### src/rtl/ps2_keyboard_rx_if.sv
// Event bundle produced by the PS/2 keyboard receiver: decoded scan codes,
// their prefix flags and the frame status seen by downstream logic.
interface ps2_keyboard_rx_if;
  logic [7:0] code;
  logic       code_valid;
  logic       is_break;
  logic       is_extended;
  logic       frame_err;
  logic       busy;

  modport master (
    output code, code_valid, is_break, is_extended, frame_err, busy
  );

  modport slave (
    input  code, code_valid, is_break, is_extended, frame_err, busy
  );
endinterface

### src/rtl/ps2_keyboard_rx.sv
// PS/2 keyboard receiver: synchronises and de-glitches the raw lines, receives
// 11-bit frames, checks parity/stop/timeout and folds E0/F0 prefixes into flags.
module ps2_keyboard_rx #(
  parameter int FILTER  = 8,
  parameter int TIMEOUT = 20000
) (
  input  logic clk,
  input  logic reset,
  input  logic ps2_clk,
  input  logic ps2_data,
  ps2_keyboard_rx_if.master evt
);

  localparam int FW = $clog2(FILTER + 1);
  localparam int TW = $clog2(TIMEOUT + 1);
  localparam logic [FW-1:0] FILT_LAST = FW'(FILTER);
  // The counter is cleared one cycle after the fall pulse, so it expires one
  // count early to land the error exactly TIMEOUT cycles after that pulse.
  localparam logic [TW-1:0] TO_LAST   = TW'(TIMEOUT - 2);

  typedef enum logic [1:0] {
    IDLE,
    DATA,
    PARITY,
    STOP
  } state_t;

  logic clk_s1, clk_s2, dat_s1, dat_s2;

  // NOTE: sequential state always uses non-blocking assignments so every
  // register samples the pre-edge values of the others.
  always_ff @(posedge clk) begin
    if (reset) begin
      clk_s1 <= 1'b1;
      clk_s2 <= 1'b1;
      dat_s1 <= 1'b1;
      dat_s2 <= 1'b1;
    end else begin
      clk_s1 <= ps2_clk;
      clk_s2 <= clk_s1;
      dat_s1 <= ps2_data;
      dat_s2 <= dat_s1;
    end
  end

  logic          clk_filt;
  logic [FW-1:0] filt_cnt;

  // Any sample agreeing with the filtered level restarts the count.
  always_ff @(posedge clk) begin
    if (reset) begin
      clk_filt <= 1'b1;
      filt_cnt <= '0;
    end else if (clk_s2 == clk_filt) begin
      filt_cnt <= '0;
    end else if (filt_cnt == FILT_LAST) begin
      clk_filt <= clk_s2;
      filt_cnt <= '0;
    end else begin
      filt_cnt <= filt_cnt + FW'(1);
    end
  end

  logic clk_filt_q;
  logic fall;
  logic bit_in;

  always_ff @(posedge clk) begin
    if (reset) begin
      clk_filt_q <= 1'b1;
      fall       <= 1'b0;
      bit_in     <= 1'b1;
    end else begin
      clk_filt_q <= clk_filt;
      fall       <= clk_filt_q & ~clk_filt;
      bit_in     <= dat_s2;
    end
  end

  state_t        state, state_n;
  logic [2:0]    bit_cnt, bit_cnt_n;
  logic [7:0]    shreg, shreg_n;
  logic          par_bit, par_bit_n;
  logic [TW-1:0] to_cnt, to_cnt_n;
  logic          ext_flag, ext_flag_n;
  logic          brk_flag, brk_flag_n;
  logic [7:0]    code_q, code_n;
  logic          valid_q, valid_n;
  logic          break_q, break_n;
  logic          ext_q, ext_n;
  logic          err_q, err_n;
  logic          busy_q;
  logic          byte_done;
  logic          timed_out;

  assign timed_out = (state != IDLE) && !fall && (to_cnt == TO_LAST);

  // NOTE: every variable gets its default before the case so no path leaves
  // one unassigned, which would otherwise infer a latch.
  always_comb begin
    state_n    = state;
    bit_cnt_n  = bit_cnt;
    shreg_n    = shreg;
    par_bit_n  = par_bit;
    ext_flag_n = ext_flag;
    brk_flag_n = brk_flag;
    code_n     = code_q;
    valid_n    = 1'b0;
    break_n    = break_q;
    ext_n      = ext_q;
    err_n      = 1'b0;
    byte_done  = 1'b0;

    if (fall || state == IDLE) to_cnt_n = '0;
    else                       to_cnt_n = to_cnt + TW'(1);

    case (state)
      IDLE: begin
        if (fall && !bit_in) begin
          state_n   = DATA;
          bit_cnt_n = '0;
        end
      end
      DATA: begin
        if (fall) begin
          shreg_n   = {bit_in, shreg[7:1]};
          bit_cnt_n = bit_cnt + 3'd1;
          if (bit_cnt == 3'd7) state_n = PARITY;
        end
      end
      PARITY: begin
        if (fall) begin
          par_bit_n = bit_in;
          state_n   = STOP;
        end
      end
      STOP: begin
        if (fall) begin
          state_n = IDLE;
          if (bit_in && ^{shreg, par_bit}) byte_done = 1'b1;
          else                             err_n     = 1'b1;
        end
      end
      default: state_n = IDLE;
    endcase

    if (timed_out) begin
      state_n = IDLE;
      err_n   = 1'b1;
    end

    if (err_n) begin
      ext_flag_n = 1'b0;
      brk_flag_n = 1'b0;
    end

    if (byte_done) begin
      case (shreg)
        8'hE0: ext_flag_n = 1'b1;
        8'hF0: brk_flag_n = 1'b1;
        default: begin
          code_n     = shreg;
          break_n    = brk_flag;
          ext_n      = ext_flag;
          valid_n    = 1'b1;
          ext_flag_n = 1'b0;
          brk_flag_n = 1'b0;
        end
      endcase
    end
  end

  always_ff @(posedge clk) begin
    if (reset) begin
      state    <= IDLE;
      bit_cnt  <= '0;
      shreg    <= '0;
      par_bit  <= 1'b0;
      to_cnt   <= '0;
      ext_flag <= 1'b0;
      brk_flag <= 1'b0;
      code_q   <= '0;
      valid_q  <= 1'b0;
      break_q  <= 1'b0;
      ext_q    <= 1'b0;
      err_q    <= 1'b0;
      busy_q   <= 1'b0;
    end else begin
      state    <= state_n;
      bit_cnt  <= bit_cnt_n;
      shreg    <= shreg_n;
      par_bit  <= par_bit_n;
      to_cnt   <= to_cnt_n;
      ext_flag <= ext_flag_n;
      brk_flag <= brk_flag_n;
      code_q   <= code_n;
      valid_q  <= valid_n;
      break_q  <= break_n;
      ext_q    <= ext_n;
      err_q    <= err_n;
      busy_q   <= (state_n != IDLE);
    end
  end

  assign evt.code        = code_q;
  assign evt.code_valid  = valid_q;
  assign evt.is_break    = break_q;
  assign evt.is_extended = ext_q;
  assign evt.frame_err   = err_q;
  assign evt.busy        = busy_q;

endmodule

### src/flat_wrapper.sv
// flat-port wrapper written by rule: the top's interface ports become plain ports
module ps2_keyboard_rx_flat 
#(
  parameter int FILTER  = 8,
  parameter int TIMEOUT = 20000
)
  (clk, reset, ps2_clk, ps2_data, evt_code, evt_code_valid, evt_is_break, evt_is_extended, evt_frame_err, evt_busy);
  ps2_keyboard_rx_if evt_i ();
  input  logic clk;
  input  logic reset;
  input  logic ps2_clk;
  input  logic ps2_data;
  output wire logic [$bits(evt_i.code)-1:0] evt_code;
  output wire logic [$bits(evt_i.code_valid)-1:0] evt_code_valid;
  output wire logic [$bits(evt_i.is_break)-1:0] evt_is_break;
  output wire logic [$bits(evt_i.is_extended)-1:0] evt_is_extended;
  output wire logic [$bits(evt_i.frame_err)-1:0] evt_frame_err;
  output wire logic [$bits(evt_i.busy)-1:0] evt_busy;
  assign evt_code = evt_i.code;
  assign evt_code_valid = evt_i.code_valid;
  assign evt_is_break = evt_i.is_break;
  assign evt_is_extended = evt_i.is_extended;
  assign evt_frame_err = evt_i.frame_err;
  assign evt_busy = evt_i.busy;
  ps2_keyboard_rx #(.FILTER(FILTER), .TIMEOUT(TIMEOUT)) u_core (.clk(clk), .reset(reset), .ps2_clk(ps2_clk), .ps2_data(ps2_data), .evt(evt_i));
endmodule
### config.mk
export PLATFORM = sky130hd
export DESIGN_NAME = ps2_keyboard_rx_flat
export DESIGN_NICKNAME = d
export VERILOG_FILES = /design/src/rtl/ps2_keyboard_rx_if.sv /design/src/rtl/ps2_keyboard_rx.sv /design/src/flat_wrapper.sv
export SDC_FILE = /design/constraint.sdc
export NUM_CORES = 1
export LEC_CHECK = 0
export CAP_MARGIN = 30
export CORE_UTILIZATION = 35
export CTS_BUF_LIST = sky130_fd_sc_hd__clkbuf_2
export DETAILED_ROUTE_END_ITERATION = 8
export HOLD_SLACK_MARGIN = 0.05
export PLACE_DENSITY_LB_ADDON = 0.3
export SLEW_MARGIN = 20
export SYNTH_ARGS = -nofsm -noshare
export SYNTH_HDL_FRONTEND = slang
export SYNTH_SLANG_ARGS = --single-unit
export TNS_END_PERCENT = 20
### constraint.sdc
create_clock -name clk -period 3.2 [get_ports clk]
set_input_delay 0.8 -clock clk [delete_from_list [all_inputs] [get_ports clk]]
set_output_delay 0.8 -clock clk [all_outputs]
set_load 0.02 [all_outputs]
==> results of run 1 <==
[metrics by stage]
| stage | instance area [µm²] | utilization, % |
|---|---|---|
| after global placement | 2560 | 39.64 |
| after detailed placement | 2560 | 39.64 |
| after floorplan | 2369 | - |
| final | 2628 | 40.68 |
| after CTS | 2628 | 40.68 |
| after global routing | 2628 | 40.68 |
[layout by cell type (no fill, tap or decap), types with 2 or more instances in the layout]
master | netlist | routed
sky130_fd_sc_hd__clkdlybuf4s50_1 | 0 | 16
sky130_fd_sc_hd__a211oi_1 | 3 | 3
sky130_fd_sc_hd__xor2_1 | 6 | 6
sky130_fd_sc_hd__nand3b_1 | 2 | 2
sky130_fd_sc_hd__inv_1 | 10 | 10
sky130_fd_sc_hd__nor4_1 | 5 | 5
sky130_fd_sc_hd__a21oi_1 | 15 | 15
sky130_fd_sc_hd__buf_4 | 2 | 2
sky130_fd_sc_hd__and2b_1 | 2 | 2
sky130_fd_sc_hd__a2111oi_0 | 2 | 2
sky130_fd_sc_hd__or2_2 | 6 | 6
sky130_fd_sc_hd__ha_1 | 6 | 6
sky130_fd_sc_hd__xor3_2 | 2 | 2
sky130_fd_sc_hd__nand4_1 | 3 | 3
sky130_fd_sc_hd__mux2i_1 | 2 | 2
sky130_fd_sc_hd__dfxtp_1 | 56 | 56
sky130_fd_sc_hd__and3_1 | 2 | 2
sky130_fd_sc_hd__nand2_1 | 24 | 24
sky130_fd_sc_hd__nor3_1 | 2 | 2
sky130_fd_sc_hd__xnor2_1 | 10 | 10
sky130_fd_sc_hd__or3_1 | 5 | 5
sky130_fd_sc_hd__xnor3_1 | 2 | 2
sky130_fd_sc_hd__nor3b_1 | 2 | 2
sky130_fd_sc_hd__nand3_1 | 11 | 11
sky130_fd_sc_hd__nor2_1 | 27 | 27
sky130_fd_sc_hd__a22o_1 | 10 | 10
sky130_fd_sc_hd__clkbuf_2 | 0 | 5
sky130_fd_sc_hd__a22oi_1 | 2 | 2
sky130_fd_sc_hd__nor2b_1 | 2 | 2
sky130_fd_sc_hd__o21ai_0 | 5 | 5
[layout make-up]
cell class	count	area, µm²	share of cell area [%]
multi-input cells	170	1130	43.00
clock buffers	5	25.02	0.9524
inverters	10	37.54	1.429
repair buffers	18	175.2	6.667
flip-flops and latches	56	1121	42.67
well taps	77	96.34	3.667
clock inverters	3	42.54	1.619
[sequential cells by signal, summed over array words and instances (netlist names), 2 cells and up]
register         flops
u_core.to_cnt       15
u_core.evt.code      8
u_core.shreg         8
u_core.bit_cnt       3
u_core.state         2
u_core.filt_cnt      4
[report_power, final]
part / leakage (nW) / switching (W) / total (W) / internal [W]
combinational: 0.434 / 0.00000976 / 0.0000183 / 0.00000852
clock: 0.0390 / 0.000211 / 0.000341 / 0.000130
sequential: 0.452 / 0.00000126 / 0.000704 / 0.000703
total: 0.925 / 0.000222 / 0.00106 / 0.000842
[per-layer routing]
metal  track usage [%]  vias to the layer above  part of all wire [%]
li1                  -                      886                     -
met1             16.20                      782                    51
met2             19.82                       18                    45
met3             3.245                        7                   2.4
met4             5.172                        0                   1.6
met5                 0                        -                     0
[logic make-up after synthesis]
kind of cell / count (synthesis) / share of synthesized area (%)
XOR/XNOR: 20 / 9.931
buffers and inverters: 21 / 4.965
flip-flops: 56 / 47.33
AO/OA/AOI/OAI: 42 / 11.73
adder cells (fa/ha/maj): 6 / 3.169
multiplexers: 3 / 1.796
AND/OR/NAND/NOR: 99 / 21.08
[path summary, 6_finish.rpt]
check / from / depth (start not counted) / endpoint / slack [ps]
min reg2reg: u_core.dat_s1 / 1 / u_core.dat_s2 / 450
min: u_core.dat_s1 / 1 / u_core.dat_s2 / 450
max reg2reg: u_core.to_cnt[0] / 7 / u_core.ext_flag / 790
max: u_core.to_cnt[0] / 7 / u_core.ext_flag / 790
==> flow_results.org, run 1 <==
** Outcome
- Run status :: finished, violations left
- The checks that failed: design-rule violations.

** Floorplan
- Io pins :: 17
- The region available for standard cell placement spans approximately 6500 µm².
- X dimension of the die :: 84.27 µm
- Number of placement rows :: 29
- For this configuration, the core starts out at a cell density of 36.67%.
- The die covers 7101 µm².
- Measured along the y axis, the die boundary spans 84.27 µm.

** Worst setup path
- Grouping stages by cell kind, the critical path spends the most delay in simple AND/OR/NAND/NOR gates.
- On the critical path, the stage with the largest delay is an instance of sky130_fd_sc_hd__nor4b_1.
- Maximum fanout count along the critical path :: 5
- At the worst endpoint, the arrival time is about 2700 ps.
- CP max stage delay :: 580 ps
- The critical path goes through inv_1, ha_1, or3b_2, nor4b_1, a2111oi_0, nor3_1, o22ai_1.
- Counting both buffers and inverters, the worst setup path holds a total of 1.
- Critical path endpoint category :: register
- Category of the most critical setup path :: reg2reg
- STA classifies the critical path startpoint as a register.
- STA puts the critical path data required time at 3540 ps.

** Power and ir drop
- VDD sags by at most 0.1550 mV.
- Total power after layout :: 0.001064 W
- PwrDens :: between 400 and 500 nW/µm²
- Leakage power of the design :: between 0.9 and 1 nW

** Route
- After detailed routing, the average wire length per cell comes to 11.60 µm.
- Before antenna repair, the detailed router went through 6 iterations.
- In the routed design, unresolved DRC markers number 5.
- Count of antenna-violating nets left after detailed routing :: 0
- Number of vias after detailed routing :: 1693
- Vias per cell :: between 4 and 5
- The detailed router finished its first iteration with 74 violations.
- The routed design has 3.932 mm of wire.

** STA
- Final max-slew violation count :: 0
- In this run the tightest slew margin relative to its limit is 51.94%.
- Fraction of the cycle the final worst path needs :: 75.18%
- Worst-Margin Slew :: 718.2 ps
- Total of endpoints with negative setup slack in the final report :: 0
- Setup TNS Final :: 0 ps
- On the final layout, the worst clock skew is between 20 and 25 ps.
- After layout, the worst setup slack is 794.1 ps.
- The count of final hold-check violations is 0.
- Setup repair after global routing left no endpoint under its margin.
- Worst hold margin :: about 450 ps
- For this run, the top clock speed supported by timing is 0.4157 GHz.
- Final critical delay including setup and external delays :: 2406 ps

** Placement
- Detailed placement finished with a half-perimeter wire length of 2.818 mm.
- Routability congestion estimate from global placement :: 0.6984
- OpenSTA, run right after detailed placement, puts the worst setup slack at 559.7 ps.
- The number of placed instances, taps included, is between 300 and 400.
- During placement, the flow inserted port buffers numbering 16.

** Global routing
- Number of antenna violations at the first check in global routing :: 0
- Vias in the first global route :: 1579
- Overall Global Routing Usage :: around an eighth
- Entering global routing, the biggest net connects 18 pins.
- The first global-routing pass estimated about 7.1 mm of wire.
- For this run the aggregate overflow at the end of global routing stands at 0.

** Yosys
- Count of distinct cell types in the synthesized netlist :: 43
- Synthesized flop and latch total :: 56
- The most common cell in the synthesized netlist is sky130_fd_sc_hd__dfxtp_1.
- Counting flops with a built-in enable in the synthesized netlist gives 0.
- Synth Flop Type :: sky130_fd_sc_hd__dfxtp_1
- Sorting the synthesized cells by how often they occur yields sky130_fd_sc_hd__dfxtp_1 (56), sky130_fd_sc_hd__nor2_1 (27), sky130_fd_sc_hd__nand2_1 (24).
- The share of the Yosys chip area taken by registers is 47.33%.
- Each instance of the synthesized netlist takes up on average 9.589 µm².
- Cell accounting for the most synthesized area :: sky130_fd_sc_hd__dfxtp_1
- Synthesized netlist net count :: 257
- Yosys printed 0 warnings.
- Main area contributors after synthesis :: sky130_fd_sc_hd__dfxtp_1 (47%), sky130_fd_sc_hd__nor2_1 (4.3%), sky130_fd_sc_hd__nand2_1 (3.8%)
- Cell area after synthesis :: 2369 µm²
- Yosys top cell area share :: 47.33%
- After technology mapping, the gate count stands at 247.
- Fraction of registers with async set/reset :: 0%

** Flow run
- Max capacitance violation total :: 0

** Clock tree
- CTS Sinks :: 56
- The clock passes through at most 2 buffers.
- CTS placed an instance of sky130_fd_sc_hd__clkbuf_2 at the clock tree root.
- Skew-Pair Late Insertion Delay :: 430 ps
- Clock-pin slew on the worst setup and hold paths :: 260 ps
- Number of buffers created by CTS :: 5
- Clock tree from TritonCTS :: done
- After clock tree synthesis, the repair step resized 0 gates.
- Hold-fix buffers, CTS :: 0
- CTS H-tree lvls :: 2
- Setup fix buffers added after clock tree synthesis :: 0

** Layout
- After filler insertion, the fill cell instance count of the layout stands at around 640.
- Area grow syn2layout :: 10.94%
- The number of antenna diodes in the final layout is 0.
- In the final layout, the share of cells above drive strength 1 is 8.015%.
- Excluding fillers, the count of instances in the completed layout stands at around 340.
- NumNets Final :: 271

** Min path
- The path class of the tightest hold or removal check is reg2reg.
Power figures use the tool's default switching activity.
==> run 2: changes to the inputs <==
==> constraint.sdc (replaced) <==
create_clock -name clk -period 2.1 [get_ports clk]
set_input_delay 0.525 -clock clk [delete_from_list [all_inputs] [get_ports clk]]
set_output_delay 0.525 -clock clk [all_outputs]
set_load 0.02 [all_outputs]
==> flow_results.org, run 2 (synthesis results as in run 1) <==
** Floorplan
- The die height is 84.27 µm (unchanged).
- Core Area :: 6459 µm² (unchanged)
- Number of placement rows :: 29 (unchanged)
- Effective utilization at floorplan :: 36.67% (unchanged)
- The area of the die was 7101 µm² (unchanged).
- Io pins :: 17 (unchanged)
- The horizontal extent of the die came to 84.27 µm (unchanged).

** Outcome
- The checks that failed: design-rule violations.
- The run finished, with violations left.

** Global routing
- The global router's overall resource usage was 13.08% (+0.58 points).
- The global-route wire length before repair came to 7.472 mm (+5.1%).
- The largest net degree at the start of global routing was 18 (unchanged).
- Vias in the first global route :: 1632 (+3.4%)
- GR Overflow Total :: 0 (unchanged)
- Number of antenna violations at the first check in global routing :: 0 (unchanged)

** STA
- Fraction of the cycle the final worst path needs :: 94.24% (+19 points)
- The worst-case clock skew is 14.81 ps (-8.268 ps).
- The final period demand of the worst path was 1979 ps (-426.9 ps).
- The final max-slew violation count was 0 (unchanged).
- The worst hold-check slack is 431.0 ps (-17.43 ps).
- The total of endpoints with negative setup slack in the final report was 0 (unchanged).
- Unrepaired setup endpoints after global routing :: yes
- The setup TNS after final layout is 0 ps (unchanged).
- The transition time at the pin with the least slew margin is 498.6 ps (-219.6 ps).
- Slew headroom :: 66.45% (+15 points)
- Maximum clock rate :: 0.5053 GHz (+22%)
- The count of final hold-check violations is 0 (unchanged).

** Worst setup path
- The reg-to-reg setup timing slack is 120 ps (-670 ps).
- STA classifies the critical path endpoint as a register.
- The signal arrival time at the worst endpoint was 2390 ps (-350 ps).
- The required arrival time at the worst endpoint came to 2510 ps (-1030 ps).
- Critical path's slowest cell :: sky130_fd_sc_hd__xor3_2
- The setup path with the least slack is of type reg2reg.
- CP max stage delay :: 490 ps (-90 ps)
- The endpoint identified for the worst register-to-register timing path is u_core.evt.code[7].
- Worst flop-to-flop path startpoint :: u_core.shreg[4]
- The signal on the critical path passes through xor3_2, or4_1, mux2i_4, and2b_2, a22o_1.
- R2R depth :: 5 (-2)
- The worst setup path is launched from a register.
- The biggest fanout along the worst timing path came to 7 (+2).

** Layout
- Final core area utilization :: 42.35% (+1.7 points)
- The total inserted antenna cells is 0 (unchanged).
- Total area of sequential cells :: 1121 µm² (unchanged)
- Most flop-heavy register :: u_core.to_cnt
- Area grow syn2layout :: 15.48%
- Fill cells :: 658 (+3.5%)
- Max FFs per register :: 15 (unchanged)
- Leading cell type in the layout, fill and taps excluded :: sky130_fd_sc_hd__dfxtp_1
- Multi-input combinational cell area :: 1140 µm² (+0.89%)
- The layout net count was 284 (+4.8%).
- In the layout the commonest cells are sky130_fd_sc_hd__dfxtp_1 (56), sky130_fd_sc_hd__nor2_1 (27), sky130_fd_sc_hd__nand2_1 (24).
- The fraction of final layout cells sized beyond drive strength 1 came to 13.45% (+5.4 points).

** Route
- Count of antenna-violating nets left after detailed routing :: 0 (unchanged)
- First drt pass iteration count :: 6 (unchanged)
- The detailed router's first-iteration violation count came to 62 (-16%).
- Remaining DRCs :: 6 (+1)
- The average wire per standard cell is 11.87 µm (+2.3%).
- The count of vias placed by the detailed router came to 1760 (+4.0%).
- The wire length after detailed routing came to 4.177 mm (+6.2%).
- Vias per cell :: 5.000 (+0.12%)

** Clock tree
- CTS Root Buffer Type :: sky130_fd_sc_hd__clkbuf_2
- The clock sink total came to 56 (unchanged).
- The level count of the clock H-tree came to 2 (unchanged).
- Number of buffers created by CTS :: 5 (unchanged)
- Clock tree from TritonCTS :: done
- Max clock buf depth :: 2 (unchanged)
- Skew-Pair Late Insertion Delay :: 440 ps (about the same)
- The number of buffers inserted for hold repair after clock tree synthesis came to 0 (unchanged).
- The clock transition at the registers of the reported paths is 260 ps (about the same).

** Min path
- The worst hold path terminates at u_core.fall.
- The worst hold path stage count is 2 (+1).
- Hold crit path type :: reg2reg
- In this run the most critical hold path is launched from u_core.clk_filt_q.

** Placement
- The weighted congestion at the end of routability-driven global placement came to 0.7228 (+3.5%).
- Count of input and output buffers :: 16 (unchanged)
- The half-perimeter wire length of the detailed placement result is 3.029 mm (+7.5%).

** Power and ir drop
- The cell area power density came to 597.0 nW/µm² (+47%).
- The worst ir drop on vdd is 0.2810 mV (+81%).
- Leakage power of the design :: 0.9921 nW (+7.2%)

** Flow run
- Max capacitance violation total :: 0 (unchanged)
-- run 2: cell count changes in the layout (fill, tap and decap cells not counted) --
cell                        before  now
sky130_fd_sc_hd__buf_4           2   15
sky130_fd_sc_hd__a2111oi_0       2    0
sky130_fd_sc_hd__and2b_1         2    0
sky130_fd_sc_hd__and2b_2         0    2
sky130_fd_sc_hd__a2111oi_1       0    1
sky130_fd_sc_hd__a2111oi_2       0    1
-- run 2: how the worst max path moves through the flow --
stage / slack (ps) / from / end / cells after the start
after global placement: -90 / reset / u_core.evt.code[4] / 5
after floorplan: 40 / u_core.to_cnt[0] / u_core.brk_flag / 7
after global routing: -30 / u_core.par_bit / u_core.ext_flag / 6
final: 120 / u_core.shreg[4] / u_core.evt.code[7] / 5
after detailed placement: -150 / reset / u_core.evt.code[5] / 5
after CTS: 10 / u_core.to_cnt[0] / u_core.ext_flag / 8
-- run 2: layer usage --
| layer | GRT usage [%] | share of wire (%) | up-vias |
|---|---|---|---|
| met4 | 5.172 | 1.6 | 0 |
| li1 | - | - | 902 |
| met3 | 2.950 | 2.7 | 7 |
| met5 | 0 | 0 | - |
| met2 | 21.09 | 46 | 17 |
| met1 | 17.03 | 50 | 834 |
-- run 2: area by class of cell --
class / instances / share of cell area (%)
clock inverter: 3 / 1.555
clock buffer: 5 / 0.9149
timing repair buffer: 31 / 9.973
sequential: 56 / 40.99
inverter: 10 / 1.372
tap: 77 / 3.522
multi-input combinational: 170 / 41.67
-- run 2: stage by stage --
step	std cells	power, W	setup WS, ps	instance area [µm²]
after floorplan	247	0.001111	40.84	2369
after global placement	343	0.001120	-88.64	2650
after detailed placement	343	0.001121	-152.2	2650
after CTS	351	0.001649	12.53	2719
after global routing	352	0.001704	-30.38	2735
final	352	0.001633	121.1	2735
-- run 2: what timing repair did --
item | in CTS | in global routing
setup endpoints to repair | 2 | 12
gates resized for setup | 1 | 4
pin swaps | 0 | 1
buffers inserted | 0 | 1
-- run 2: critical path: cells and delay by family (launching register included) --
family	cells	cell delay, ps
AND/OR/NAND/NOR	2	710
XOR/XNOR	1	490
flip-flops	1	440
multiplexers	1	170
AO/OA/AOI/OAI	1	140
-- run 2: where the power goes --
part	internal, W	total [W]	switching [W]
Sequential	0.00107	0.00107	0.00000208
Clock	0.000198	0.000531	0.000333
Combinational	0.0000132	0.0000284	0.0000152
==> run 3: changes to the inputs <==
--- a/config.mk
+++ b/config.mk
@@ -11,7 +11,6 @@
 export DETAILED_ROUTE_END_ITERATION = 8
 export HOLD_SLACK_MARGIN = 0.05
 export PLACE_DENSITY_LB_ADDON = 0.3
-export SLEW_MARGIN = 20
 export SYNTH_ARGS = -nofsm -noshare
 export SYNTH_HDL_FRONTEND = slang
 export SYNTH_SLANG_ARGS = --single-unit
==> results of run 3 <==
Final layout, timing and power as in run 2 (identical DEF).
